--- src/rtl/enet_tx_arbiter_pkg.sv ---
`default_nettype none
// +-------------------------------------------------------------------------+
// | enet_tx_pkg: shared types and helpers for the Ethernet TX arbiter.      |
// | Revision: 1.0                                                           |
// +-------------------------------------------------------------------------+
package enet_tx_pkg;

  localparam int ENET_WORD_W = 16;

  typedef enum logic [1:0] {
    IDLE      = 2'd0,
    ACTIVE    = 2'd1,
    WAIT_CMPL = 2'd2
  } arb_state_e;

  // Round-robin index step with an explicit wrap at n (base < n, step <= n).
  function automatic int rr_wrap(input int base, input int step, input int n);
    int s;
    s = base + step;
    if (s >= n) s = s - n;
    return s;
  endfunction

endpackage
`default_nettype wire

--- src/rtl/enet_tx_arbiter_if.sv ---
`default_nettype none
// +-------------------------------------------------------------------------+
// | enet_tx_arbiter_if: source-side and engine-side arbiter signals.        |
// | Revision: 1.0                                                           |
// +-------------------------------------------------------------------------+
interface enet_tx_arbiter_if #(
  parameter int NUM_REQ = 2
);
  import enet_tx_pkg::*;

  logic [NUM_REQ-1:0]             req_in;
  logic [ENET_WORD_W*NUM_REQ-1:0] data_in;
  logic [NUM_REQ-1:0]             data_rdy_out;
  logic [NUM_REQ-1:0]             complete_out;
  logic [NUM_REQ-1:0]             grant_out;
  logic                           tx_req_out;
  logic [ENET_WORD_W-1:0]         tx_packet_data_out;
  logic                           tx_packet_data_rdy_in;
  logic                           tx_complete_in;
  logic                           timeout_err_out;

  // Sources and engine side (drives the *_in signals).
  modport master (
    output req_in, data_in, tx_packet_data_rdy_in, tx_complete_in,
    input  data_rdy_out, complete_out, grant_out, tx_req_out,
           tx_packet_data_out, timeout_err_out
  );

  // Arbiter side.
  modport slave (
    input  req_in, data_in, tx_packet_data_rdy_in, tx_complete_in,
    output data_rdy_out, complete_out, grant_out, tx_req_out,
           tx_packet_data_out, timeout_err_out
  );
endinterface
`default_nettype wire

--- src/rtl/enet_tx_arbiter_rr_priority_pick.sv ---
`default_nettype none
// +-------------------------------------------------------------------------+
// | rr_priority_pick: combinational round-robin winner search.              |
// | Revision: 1.0                                                           |
// +-------------------------------------------------------------------------+
module rr_priority_pick #(
  parameter int NUM_REQ = 2,
  parameter int IDX_W   = $clog2(NUM_REQ)
) (
  input  logic [NUM_REQ-1:0] req,
  input  logic [IDX_W-1:0]   last_idx,
  output logic [IDX_W-1:0]   win_idx,
  output logic               win_valid
);
  import enet_tx_pkg::*;

  // Walk from the farthest candidate to the nearest so that the nearest
  // requester after last_idx is the one left standing.
  always_comb begin
    logic [IDX_W-1:0] cand;
    cand      = '0;
    win_idx   = '0;
    win_valid = 1'b0;
    for (int step = NUM_REQ; step >= 1; step--) begin
      cand = IDX_W'(rr_wrap(int'(last_idx), step, NUM_REQ));
      if (req[cand]) begin
        win_idx   = cand;
        win_valid = 1'b1;
      end
    end
  end

endmodule
`default_nettype wire

--- src/rtl/enet_tx_arbiter.sv ---
`default_nettype none
// +-------------------------------------------------------------------------+
// | enet_tx_arbiter: round-robin share of the Ethernet TX engine.           |
// | Revision: 1.0                                                           |
// +-------------------------------------------------------------------------+
module enet_tx_arbiter #(
  parameter int NUM_REQ        = 2,
  parameter int TIMEOUT_CYCLES = 65535
) (
  input  logic             Clock,
  input  logic             Reset,
  enet_tx_arbiter_if.slave bus
);
  import enet_tx_pkg::*;

  localparam int IDX_W = $clog2(NUM_REQ);
  localparam int CNT_W = $clog2(TIMEOUT_CYCLES + 1);
  localparam logic [CNT_W-1:0]   CNT_TERM = CNT_W'(TIMEOUT_CYCLES - 1);
  localparam logic [CNT_W-1:0]   CNT_MAX  = '1;
  localparam logic [NUM_REQ-1:0] ONE_HOT0 = NUM_REQ'(1);
  localparam logic [IDX_W-1:0]   LAST_RST = IDX_W'(NUM_REQ - 1);

  arb_state_e         state_q, state_d;
  logic [IDX_W-1:0]   grant_idx_q, grant_idx_d;
  logic [IDX_W-1:0]   last_grant_q, last_grant_d;
  logic [NUM_REQ-1:0] grant_q, grant_d;
  logic [NUM_REQ-1:0] complete_q, complete_d;
  logic               timeout_err_q, timeout_err_d;
  logic [CNT_W-1:0]   cnt_q, cnt_d;

  logic [IDX_W-1:0]       pick_idx;
  logic                   pick_valid;
  logic                   fwd_req;
  logic [ENET_WORD_W-1:0] fwd_data;
  logic [NUM_REQ-1:0]     fwd_rdy;

  rr_priority_pick #(
    .NUM_REQ (NUM_REQ),
    .IDX_W   (IDX_W)
  ) u_pick (
    .req       (bus.req_in),
    .last_idx  (last_grant_q),
    .win_idx   (pick_idx),
    .win_valid (pick_valid)
  );

  always_comb begin
    state_d       = state_q;
    grant_idx_d   = grant_idx_q;
    last_grant_d  = last_grant_q;
    grant_d       = grant_q;
    complete_d    = '0;
    timeout_err_d = 1'b0;
    cnt_d         = cnt_q;
    case (state_q)
      IDLE: begin
        if (pick_valid) begin
          grant_idx_d = pick_idx;
          grant_d     = ONE_HOT0 << pick_idx;
          state_d     = ACTIVE;
        end
      end
      ACTIVE: begin
        // No preemption: only the granted source's request matters here.
        if (!bus.req_in[grant_idx_q]) begin
          grant_d = '0;
          cnt_d   = '0;
          state_d = WAIT_CMPL;
        end
      end
      WAIT_CMPL: begin
        if (cnt_q != CNT_MAX) cnt_d = cnt_q + CNT_W'(1);
        // Completion takes priority over a coincident timeout expiry.
        if (bus.tx_complete_in) begin
          complete_d   = ONE_HOT0 << grant_idx_q;
          last_grant_d = grant_idx_q;
          state_d      = IDLE;
        end else if (cnt_q == CNT_TERM) begin
          timeout_err_d = 1'b1;
          last_grant_d  = grant_idx_q;
          state_d       = IDLE;
        end
      end
      default: begin
        grant_d = '0;
        state_d = IDLE;
      end
    endcase
  end

  always_ff @(posedge Clock) begin
    if (Reset) begin
      state_q       <= IDLE;
      grant_idx_q   <= '0;
      last_grant_q  <= LAST_RST;
      grant_q       <= '0;
      complete_q    <= '0;
      timeout_err_q <= 1'b0;
      cnt_q         <= '0;
    end else begin
      state_q       <= state_d;
      grant_idx_q   <= grant_idx_d;
      last_grant_q  <= last_grant_d;
      grant_q       <= grant_d;
      complete_q    <= complete_d;
      timeout_err_q <= timeout_err_d;
      cnt_q         <= cnt_d;
    end
  end

  // Zero-latency forwarding mux, open only while ACTIVE.
  always_comb begin
    fwd_req  = 1'b0;
    fwd_data = '0;
    fwd_rdy  = '0;
    if (state_q == ACTIVE) begin
      fwd_req = bus.req_in[grant_idx_q];
      fwd_rdy = (ONE_HOT0 << grant_idx_q) & {NUM_REQ{bus.tx_packet_data_rdy_in}};
      for (int i = 0; i < NUM_REQ; i++) begin
        if (grant_idx_q == IDX_W'(i)) fwd_data = bus.data_in[i*ENET_WORD_W +: ENET_WORD_W];
      end
    end
  end

  assign bus.tx_req_out         = fwd_req;
  assign bus.tx_packet_data_out = fwd_data;
  assign bus.data_rdy_out       = fwd_rdy;
  assign bus.grant_out          = grant_q;
  assign bus.complete_out       = complete_q;
  assign bus.timeout_err_out    = timeout_err_q;

endmodule
`default_nettype wire

--- src/flat_wrapper.sv ---
// flat-port wrapper written by rule: the top's interface ports become plain ports
module enet_tx_arbiter_flat import enet_tx_pkg::*;
#(
  parameter int NUM_REQ        = 2,
  parameter int TIMEOUT_CYCLES = 65535
)
  (Clock, Reset, bus_req_in, bus_data_in, bus_tx_packet_data_rdy_in, bus_tx_complete_in, bus_data_rdy_out, bus_complete_out, bus_grant_out, bus_tx_req_out, bus_tx_packet_data_out, bus_timeout_err_out);
  enet_tx_arbiter_if #(.NUM_REQ(NUM_REQ)) bus_i ();
  input  logic Clock;
  input  logic Reset;
  input wire logic [$bits(bus_i.req_in)-1:0] bus_req_in;
  input wire logic [$bits(bus_i.data_in)-1:0] bus_data_in;
  input wire logic [$bits(bus_i.tx_packet_data_rdy_in)-1:0] bus_tx_packet_data_rdy_in;
  input wire logic [$bits(bus_i.tx_complete_in)-1:0] bus_tx_complete_in;
  output wire logic [$bits(bus_i.data_rdy_out)-1:0] bus_data_rdy_out;
  output wire logic [$bits(bus_i.complete_out)-1:0] bus_complete_out;
  output wire logic [$bits(bus_i.grant_out)-1:0] bus_grant_out;
  output wire logic [$bits(bus_i.tx_req_out)-1:0] bus_tx_req_out;
  output wire logic [$bits(bus_i.tx_packet_data_out)-1:0] bus_tx_packet_data_out;
  output wire logic [$bits(bus_i.timeout_err_out)-1:0] bus_timeout_err_out;
  assign bus_i.req_in = bus_req_in;
  assign bus_i.data_in = bus_data_in;
  assign bus_i.tx_packet_data_rdy_in = bus_tx_packet_data_rdy_in;
  assign bus_i.tx_complete_in = bus_tx_complete_in;
  assign bus_data_rdy_out = bus_i.data_rdy_out;
  assign bus_complete_out = bus_i.complete_out;
  assign bus_grant_out = bus_i.grant_out;
  assign bus_tx_req_out = bus_i.tx_req_out;
  assign bus_tx_packet_data_out = bus_i.tx_packet_data_out;
  assign bus_timeout_err_out = bus_i.timeout_err_out;
  enet_tx_arbiter #(.NUM_REQ(NUM_REQ), .TIMEOUT_CYCLES(TIMEOUT_CYCLES)) u_core (.Clock(Clock), .Reset(Reset), .bus(bus_i));
endmodule
--- config.mk ---
export PLATFORM = sky130hd
export DESIGN_NAME = enet_tx_arbiter_flat
export DESIGN_NICKNAME = d
export VERILOG_FILES = /design/src/rtl/enet_tx_arbiter_pkg.sv /design/src/rtl/enet_tx_arbiter_if.sv /design/src/rtl/enet_tx_arbiter_rr_priority_pick.sv /design/src/rtl/enet_tx_arbiter.sv /design/src/flat_wrapper.sv
export SDC_FILE = /design/constraint.sdc
export NUM_CORES = 1
export LEC_CHECK = 0
export CAP_MARGIN = 20
export CORE_UTILIZATION = 39
export DETAILED_ROUTE_END_ITERATION = 10
export GPL_TIMING_DRIVEN = 0
export PLACE_DENSITY = 0.76
export RECOVER_POWER = 25
export SLEW_MARGIN = 20
export SYNTH_ARGS = -nofsm -noshare
export SYNTH_HDL_FRONTEND = slang
export SYNTH_SLANG_ARGS = --single-unit
--- constraint.sdc ---
create_clock -name Clock -period 1.7 [get_ports Clock]
set_input_delay 0.34 -clock Clock [delete_from_list [all_inputs] [get_ports Clock]]
set_output_delay 0.34 -clock Clock [all_outputs]
set_load 0.01 [all_outputs]
# Word-level counts from Yosys, hierarchy flattened
# Index checks and enable logic that the tools add are counted.
dict set report word_totals {
  ramBits 0
  register_bits 25
  inputBits 38
  latch_bits 0
  n_memories 0
  rom_bits 0
}
dict set report classes {
  n_eq_ne 8
  bitwise 3
  div 0
  multipliers 0
  order_cmp 5
  n_reduce_logical 10
  shift 2
  n_addsub 5
  mux 30
}
# op n
set ops {}
lappend ops {{$mux 16} 4}
lappend ops {{$pmux 16 s2} 1}
lappend ops {{$add 16x1->16 const B} 1}
lappend ops {{$eq 16x16->1 const B} 1}
lappend ops {{$mux 1} 16}
lappend ops {{$ne 16x16->1 const B} 1}
lappend ops {{$mux 2} 7}
lappend ops {{$pmux 2 s3} 2}
lappend ops {{$reduce_and 3->1} 3}
lappend ops {{$lt 1x2->1 const B} 3}
lappend ops {{$reduce_or 3->1} 2}
lappend ops {{$ne 2x1->1 const B} 2}
lappend ops {{$reduce_and 2->1} 2}
lappend ops {{$reduce_bool 2->1} 2}
lappend ops {{$shl 1x1->2 const A} 2}
lappend ops {{$add 1x2->3 const B} 1}
lappend ops {{$ge 3x2->1 const B} 1}
lappend ops {{$ne 3x2->1 const B} 1}
lappend ops {{$add 1x1->2 const B} 1}
lappend ops {{$and 2x2->2} 1}
lappend ops {{$eq 2x1->1 const B} 1}
lappend ops {{$eq 2x2->1 const B} 1}
lappend ops {{$ge 2x2->1 const B} 1}
lappend ops {{$logic_not 2->1} 1}
lappend ops {{3 further kinds} 5}

# Depth between registers and ports, before layout
# Gate-level depths: netlist of run 1.
dict set report logic_depth {
  word_depth 10
  mapped_depth 6
}

# Modules after synthesis
# Synthesis of run 1 repeated with hierarchy kept, for this count alone.
dict set report unflattened {
  cells_unflattened 204
  hier_area_um2 1617.8
}
# mod cells_per_inst area_each_um2 instances seq_area_each_um2
set modules_own_cells {}
lappend modules_own_cells {enet_tx_arbiter 202 1604.0 1 500.5}
lappend modules_own_cells {rr_priority_pick 2 13.8 1 0.0}

# Least setup slack after synthesis of run 1
# Ideal clock, no wire load.
dict set report synth_timing {
  path_kind {reg-to-reg}
  from {register u_core.cnt_q[1]}
  to {register u_core.cnt_q[9]}
  path_stages_with_launch 7
  synth_period_minus_slack_ns 1.689
  path_slack_ns 0.011
  setup_time_ns 0.129
  arrival_ns 1.560
  cell_sequence {dfxtp_1 -> ha_1 -> nand3_2 -> or4_1 -> buf_2 -> a41oi_1 -> a31oi_1}
}
dict set report synth_via {
  elab_chain_cells 3
  word_cells_on_any_way 6
}
# element line_no
set synth_lines {}
lappend synth_lines {{start: declaration} enet_tx_arbiter.sv:29} ;# logic [CNT_W-1:0] cnt_q, cnt_d;
lappend synth_lines {{start signal: assignment} enet_tx_arbiter.sv:107} ;# cnt_q <= cnt_d;
lappend synth_lines {{$add 16x1->16 or $ne 16x16->1 (tied branches)} enet_tx_arbiter.sv:72} ;# if (cnt_q != CNT_MAX) cnt_d = cnt_q + CNT_W'(1);
lappend synth_lines {{$mux 16 or $ne 2x1->1 (tied branches)} --}
lappend synth_lines {{$pmux 16 s2 or $reduce_and 3->1 (tied branches)} --}
# Parallel ways exist; a longest one is shown, timed or not. The select of a mux whose other input is x is not followed.
# A chain may end at the register's enable or synchronous reset.

# Final worst setup path of run 1
# Ends and elaborated chain as after synthesis.

==> metrics.log, run 1 <==
INFO  metric outcome = complete, no violations
INFO  metric slew_worst_pin = 580 ps
INFO  metric finish.utilization = 66.7%
INFO  metric crit_path_start_kind = register
INFO  metric final_common_cell = clkdlybuf4s50_1
INFO  metric wirelength = 4770 µm
INFO  metric synth-seq-area-share = 31.5%
INFO  metric max_stage_delay = 510 ps
INFO  metric design.portCount = 62
INFO  metric max-slew-margin-rel = 61.3%
INFO  metric die_width = 65.8 µm
INFO  metric synth.lib_cells_used.distinct = 41
INFO  metric crit_path_top_delay_cell = or4_1
INFO  metric final-max-slew-violation-count = 0
INFO  metric power_density = 543 mW/mm²
INFO  metric timing.critical_path.from = u_core.cnt_q[1]
INFO  metric clock_tree.htree_level_count = 1
INFO  metric layout-drive-gt1-share = 30.7%
INFO  metric postSynth.asyncResetShare = 0%
INFO  metric period_needed = 1690 ps
INFO  metric seqPwrFrac = 45.0%
INFO  metric timing.fmax = 0.592 GHz
INFO  metric dr_total_vias = 1,884
INFO  metric synthesis.instances = 194
INFO  metric cellInternalPower = 977 µW
INFO  metric crit_arrival = 1840 ps
INFO  metric antenna_cells_inserted = 0
INFO  metric grt_first_pass_wirelength = 7820 µm
INFO  metric fp.coreArea = 0.00377 mm²
INFO  metric worst_ir_drop_on_vdd = 364 µV
INFO  metric cap_violations = 0
INFO  metric cts.sinks = 25
INFO  metric grt-ovfl-total = 0
INFO  metric worstSkewPairLatency = 270 ps
INFO  metric min-delay-start = u_core.bus.grant_out[1]
INFO  metric finalHoldViolCount = 0
INFO  metric die_area = 0.00433 mm²
INFO  metric design.final.nets = 311
INFO  metric std_cell_rows = 22
INFO  metric hold-path-cell-count = 2
INFO  metric critPathRequiredTime = 1850 ps
INFO  metric hold_path.class = reg -> reg
INFO  metric post_drt_wl_per_cell = 15.0 µm
INFO  metric drtIter0Drc = 222
INFO  metric power.share.combinational = 27.8%
INFO  metric worstSetupEndpointType = register
INFO  metric worstPathCellList = ha_4 -> nand3_4 -> or4_1 -> buf_6 -> a41oi_1 -> a31oi_1
INFO  metric timing.reg2reg.worst_path_depth = 6
INFO  metric synth_ff_type = dfxtp_1
INFO  metric commonest_cells_after_routing_fill_and_taps_aside = clkdlybuf4s50_1 (39), nor2_1 (19), mux2i_1 (14), nand2_1 (14)
INFO  metric rsz0062_at_grt = true
INFO  metric place.port_buffers = 60
INFO  metric reg2reg_from = u_core.cnt_q[1]
INFO  metric clock-root-buffer = clkbuf_8
INFO  metric ant_nets = 0
INFO  metric worstSetupPathType = reg -> reg
INFO  metric critPathMaxFanout = 7
INFO  metric netSwitchingFraction = 28.4%
INFO  metric pwr-share-clk = 27.2%
INFO  metric worst_hold_check_slack = 466 ps
INFO  metric synth.ff_latch_count = 25
INFO  metric cts_tree = yes
INFO  metric ys.warnings.count = 0
INFO  metric netSwitchingPower = 387 µW
INFO  metric final.fill_count = 306
INFO  metric avgViaCountPerCell = 5.92
INFO  metric grt_start_max_net_pins = 16
INFO  metric route.detailed.drc = 0
INFO  metric tritoncts.num_buffers = 3
INFO  metric clock_skew = 6.86 ps
INFO  metric fp.dieH = 65.8 µm
INFO  metric syn_std_cell_area = 0.00159 mm²
INFO  metric initial_antenna_violation_count = 0
INFO  metric synth_edf_count = 0
INFO  metric cts_hold_repair.buffers = 0
INFO  metric cts_max_path_buffers = 2
INFO  metric clkSlewWorstSetupHoldPaths = 100 ps
INFO  metric finalWeightedCongestion = 0.789
INFO  metric finalCritPeriodShare = 99.3%
INFO  metric setup_viol_count_final = 0
INFO  metric leakage = 0.934 nW
INFO  metric grt_usage = 23.1%
INFO  metric syn2layout_area_growth = 58.4%
INFO  metric synth.avg_cell_area = 8.18 µm²
INFO  metric initial_utilization = 42.1%
INFO  metric syn-num-nets = 234
INFO  metric via_count_of_the_first_global_routing_pass = 1,752
INFO  metric hpwl = 3300 µm
INFO  metric detailed_router_iteration_count_before_antenna_repair = 5
==> logic make-up after synthesis <==
group / after synthesis / share of synthesized area [%]
AO/OA/AOI/OAI: 42 / 19.9
multiplexers: 17 / 10.7
flip-flops: 25 / 31.5
adder cells (fa/ha/maj): 2 / 1.58
AND/OR/NAND/NOR: 87 / 30.8
buffers and inverters: 21 / 5.52
==> worst paths after layout <==
| check | to | slack, ps |
|---|---|---|
| worst max register to register | u_core.cnt_q[9] | 10 |
| worst min register to register | u_core.bus.grant_out[1] | 470 |
| worst max-delay path | u_core.cnt_q[9] | 10 |
| worst min-delay path | u_core.bus.grant_out[1] | 470 |
==> power groups by stage <==
stage          combinational, mW  clock, mW  sequential (mW)
6_report                   0.379      0.371            0.615
5_1_grt                    0.411      0.406            0.617
4_1_cts                    0.361      0.370            0.617
3_5_place_dp               0.341          0            0.626
3_3_place_gp               0.339          0            0.625
2_1_floorplan              0.153          0            0.625
==> critical path: cells and delay by family (launching register included) <==
| family | cells | cell delay (ps) |
|---|---|---|
| AND/OR/NAND/NOR | 2 | 620 |
| flip-flops | 1 | 400 |
| AO/OA/AOI/OAI | 2 | 250 |
| buffers and inverters | 1 | 160 |
| adder cells (fa/ha/maj) | 1 | 150 |
==> synth_stat cells (all sizes together) (3+ instances only) <==
cell | number | area (µm²)
a21oi | 8 | 43.8
a31oi | 10 | 62.6
and3 | 3 | 18.8
and4 | 4 | 36.3
buf | 3 | 20.0
clkbuf | 9 | 33.8
dfxtp | 25 | 500
inv | 9 | 33.8
mux2i | 17 | 170
nand2 | 14 | 52.6
nand2b | 5 | 31.3
nand3 | 10 | 55.1
nand4 | 9 | 68.8
nor2 | 21 | 78.8
nor2b | 3 | 18.8
nor3 | 4 | 20.0
nor4 | 6 | 52.6
o2111ai | 3 | 26.3
o211ai | 7 | 57.6
o41ai | 5 | 43.8
or3 | 3 | 18.8
or4 | 4 | 30.0
==> per-stage QoR <==
| stage | TNS, ps | worst slack [ps] | power (mW) | instances | instance area, µm² |
|---|---|---|---|---|---|
| after floorplan | 0 | 10.7 | 0.778 | 194 | 1590 |
| after global placement | -10920 | -559 | 0.965 | 302 | 2250 |
| after detailed placement | -10890 | -543 | 0.967 | 302 | 2250 |
| after CTS | -71.7 | -61.3 | 1.35 | 315 | 2470 |
| after global routing | -103 | -33.8 | 1.43 | 318 | 2510 |
| final | 0 | 11.1 | 1.36 | 318 | 2510 |
==> cell type report <==
| class | instances | area (µm²) | area share, % |
|---|---|---|---|
| well taps | 48 | 60.1 | 2.39 |
| plain buffers | 10 | 97.6 | 3.88 |
| inverters | 9 | 33.8 | 1.34 |
| clock inverters | 1 | 7.51 | 0.299 |
| repair buffers | 74 | 649 | 25.8 |
| flip-flops and latches | 25 | 536 | 21.3 |
| clock buffers | 3 | 41.3 | 1.64 |
| multi-input cells | 148 | 1090 | 43.3 |
==> sequential cells by signal (all words and copies together), names as in the netlist <==
signal                      cells
u_core.bus.grant_out            2
u_core.last_grant_q             1
u_core.bus.timeout_err_out      1
u_core.grant_idx_q              1
u_core.state_q                  2
u_core.bus.complete_out         2
u_core.cnt_q                   16
==> per-layer routing <==
layer	global-route usage [%]	wire length, µm	up-vias
li1	-	-	897
met1	27.5	1860	868
met2	39.8	2410	113
met3	5.34	447	6
met4	8.70	52	0
met5	0	0	-
==> what timing repair did <==
item,4_1_cts,5_1_grt
buffers inserted,11,4
pin swaps,1,3
gates resized for setup,91,43
endpoints found under the setup margin,35,27
Note: power is estimated with default switching activity, not from simulation.
==> run 2, diff against run 1 <==
CELL_PAD_IN_SITES_DETAIL_PLACEMENT = 0   (was unset)
CELL_PAD_IN_SITES_GLOBAL_PLACEMENT = 1   (was unset)
CORE_UTILIZATION = 28   (was 39)
PLACE_DENSITY = unset   (was 0.76)
PLACE_DENSITY_LB_ADDON = 0.1   (was unset)
RECOVER_POWER = unset   (was 25)
==> run 2 against run 1 <==
  * Die area is 38% higher
  * Total power increased by 1.6%
  * Global-route usage is 4.8 points lower
  * Register-to-register slack is essentially flat
  * Clock skew up 1.9 ps
  * Critical endpoint unchanged
  * Via count down 6.2%
  * Count of clock-buffer cells in the layout unchanged
  * Largest cell class unchanged
  * Setup slack gained 9.2 ps
==> metrics.log, run 2 (synthesis gave the netlist of run 1 again) <==
INFO  metric post_drt_wl_per_cell = 15.2 µm (+1.2%)
INFO  metric finalHoldViolCount = 0 (unchanged)
INFO  metric die_area = 0.00598 mm² (+38%)
INFO  metric timing.reg2reg.worst_path_depth = 5 (-1)
INFO  metric crit_arrival = 1830 ps (about the same)
INFO  metric groute.layer.met3.usage = 3.21% (-2.1 points)
INFO  metric finalWeightedCongestion = 0.730 (-7.5%)
INFO  metric largest_reg_flops = 16 (unchanged)
INFO  metric power.share.combinational = 28.1% (+0.3 points)
INFO  metric cts_tree = yes
INFO  metric final-max-slew-violation-count = 0 (unchanged)
INFO  metric clkSlewWorstSetupHoldPaths = 90 ps (about the same)
INFO  metric layout-drive-gt1-share = 29.1% (-1.6 points)
INFO  metric worstSetupEndpointType = register
INFO  metric clock_skew = 8.75 ps (+1.89 ps)
INFO  metric syn2layout_area_growth = 62.3%
INFO  metric fp.dieH = 77.3 µm (+17%)
INFO  metric timing.fmax = 0.595 GHz (+0.55%)
INFO  metric cellInternalPower = 990 µW (+1.3%)
INFO  metric via_count_of_the_first_global_routing_pass = 1,653 (-5.7%)
INFO  metric gr-usage-met2 = 28.8% (-11 points)
INFO  metric clock_tree.htree_level_count = 1 (unchanged)
INFO  metric rsz0062_at_grt = true
INFO  metric cts_hold_repair.buffers = 0 (unchanged)
INFO  metric finalCritPeriodShare = 98.8% (-0.54 points)
INFO  metric crit_path_start_kind = register
INFO  metric cts.sinks = 25 (unchanged)
INFO  metric commonest_cells_after_routing_fill_and_taps_aside = clkdlybuf4s50_1 (39), nor2_1 (20), buf_2 (15)
INFO  metric setup_viol_count_final = 0 (unchanged)
INFO  metric detailed_router_iteration_count_before_antenna_repair = 4 (-1)
INFO  metric std_cell_rows = 27 (+23%)
INFO  metric worst_setup_path_endpoint = u_core.cnt_q[9]
INFO  metric route.detailed.drc = 0 (unchanged)
INFO  metric netSwitchingFraction = 28.6% (+0.20 points)
INFO  metric hold_path.class = reg -> reg
INFO  metric rr_endpoint = u_core.cnt_q[9]
INFO  metric final_common_cell = clkdlybuf4s50_1
INFO  metric grt_start_max_net_pins = 17 (+1)
INFO  metric drtIter0Drc = 124 (-44%)
INFO  metric hpwl = 3800 µm (+15%)
INFO  metric fp.coreArea = 0.00547 mm² (+45%)
INFO  metric netSwitchingPower = 396 µW (+2.4%)
INFO  metric ant_nets = 0 (unchanged)
INFO  metric worstSkewPairLatency = 280 ps (about the same)
INFO  metric initial_antenna_violation_count = 0 (unchanged)
INFO  metric registers.top_by_ff_count = u_core.cnt_q
INFO  metric worst_reg_to_reg_setup_slack = 20 ps (about the same)
INFO  metric place.port_buffers = 60 (unchanged)
INFO  metric timing.critical_path.from = u_core.cnt_q[11]
INFO  metric avgViaCountPerCell = 5.10 (-14%)
INFO  metric outcome = complete, no violations
INFO  metric cap_violations = 0 (unchanged)
INFO  metric grt-ovfl-total = 0 (unchanged)
INFO  metric reg2reg_from = u_core.cnt_q[11]
INFO  metric critPathMaxFanout = 7 (unchanged)
INFO  metric clock-root-buffer = clkbuf_8
INFO  metric antenna_cells_inserted = 0 (unchanged)
INFO  metric initial_utilization = 29.0% (-13 points)
INFO  metric critPathRequiredTime = 1850 ps (about the same)
INFO  metric grt_busiest_layer = met2
INFO  metric leakage = 0.971 nW (+4.0%)
INFO  metric finish.cell_count_without_fillers = 347 (+9.1%)
INFO  metric cts_max_path_buffers = 2 (unchanged)
INFO  metric max-slew-margin-rel = 59.9% (-1.4 points)
INFO  metric worstSetupPathType = reg -> reg
INFO  metric seqPwrFrac = 44.2% (-0.8 points)
INFO  metric tritoncts.num_buffers = 3 (unchanged)
INFO  metric total_power = 1.39 mW (+1.6%)
INFO  metric design.final.nets = 316 (+1.6%)
INFO  metric dp_cells = 326 (+7.9%)
INFO  metric period_needed = 1680 ps (-9.24 ps)
INFO  metric pwr-share-clk = 27.7% (+0.5 points)
INFO  metric min-delay-start = u_core.cnt_q[7]
INFO  metric globalRouteMet1Util = 25.6% (-1.9 points)
INFO  metric die_width = 77.3 µm (+17%)
INFO  metric grt_usage = 18.3% (-4.8 points)
INFO  metric worst_ir_drop_on_vdd = 430 µV (+18%)
INFO  metric slew_worst_pin = 601 ps (+21.6 ps)
INFO  metric grt_first_pass_wirelength = 8650 µm (+11%)
INFO  metric power_density = 538 mW/mm² (-0.84%)
INFO  metric design.portCount = 62 (unchanged)
INFO  metric wirelength = 5270 µm (+10%)
INFO  metric dr_total_vias = 1,768 (-6.2%)
[run 2: changes by cell type in the layout (fill, tap and decap cells not counted), moves of 2 or more]
cell / delta
dfxtp_1: +2
buf_6: -3
buf_2: +2
buf_4: +5
dfxtp_2: -2
[run 2: worst max-delay path, cell delays in order (launching register included)]
cell and delay, ps:
dfxtp_1 430, nand4_4 180, or4_1 520, buf_2 180
a41oi_1 190, a31oi_1 60
[run 2: power groups by stage]
stage | Sequential (mW) | Clock [mW] | Combinational [mW]
6_report | 0.613 | 0.385 | 0.389
5_1_grt | 0.615 | 0.432 | 0.421
4_1_cts | 0.615 | 0.406 | 0.373
3_5_place_dp | 0.626 | 0 | 0.346
3_3_place_gp | 0.627 | 0 | 0.346
2_1_floorplan | 0.625 | 0 | 0.153
[run 2: final cells by class]
cell class | count | area, µm²
fill | 576 | 2900
clock buffer | 3 | 41.3
tap | 72 | 90.1
clock inverter | 1 | 8.76
buffer | 10 | 96.3
inverter | 9 | 33.8
sequential | 25 | 533
timing repair buffer | 79 | 703
multi-input combinational | 148 | 1070
[run 2: layer usage]
layer	wire [µm]	vias to the layer above
li1	-	904
met1	2460	829
met2	2580	29
met3	156	6
met4	62	0
met5	0	-
[run 2: per-stage QoR]
stage	util [%]	hold WS (ps)	TNS (ps)	setup slack, ps	cell area [µm²]
5_1_grt	47.1	482	-167	-74.8	2580
3_3_place_gp	41.6	448	-13220	-570	2280
2_1_floorplan	-	458	0	10.7	1590
3_5_place_dp	41.6	457	-12710	-574	2280
4_1_cts	45.8	473	-25.2	-25.2	2510
6_report	47.1	470	0	20.3	2580
[run 2: repair_timing]
action / in CTS / in global routing
endpoints found under the setup margin: 36 / 25
pin swaps: 2 / 3
cloned: 0 / 2
resized for setup: 99 / 24
setup buffers: 12 / 5
[run 2: how the worst min path moves through the flow]
stage	depth (start not counted)	end	slack (ps)
after floorplan	1	u_core.cnt_q[11]	460
after global placement	2	u_core.bus.grant_out[1]	450
after detailed placement	2	u_core.bus.grant_out[1]	460
after CTS	2	u_core.bus.grant_out[1]	470
after global routing	1	u_core.cnt_q[7]	480
final	1	u_core.cnt_q[7]	470
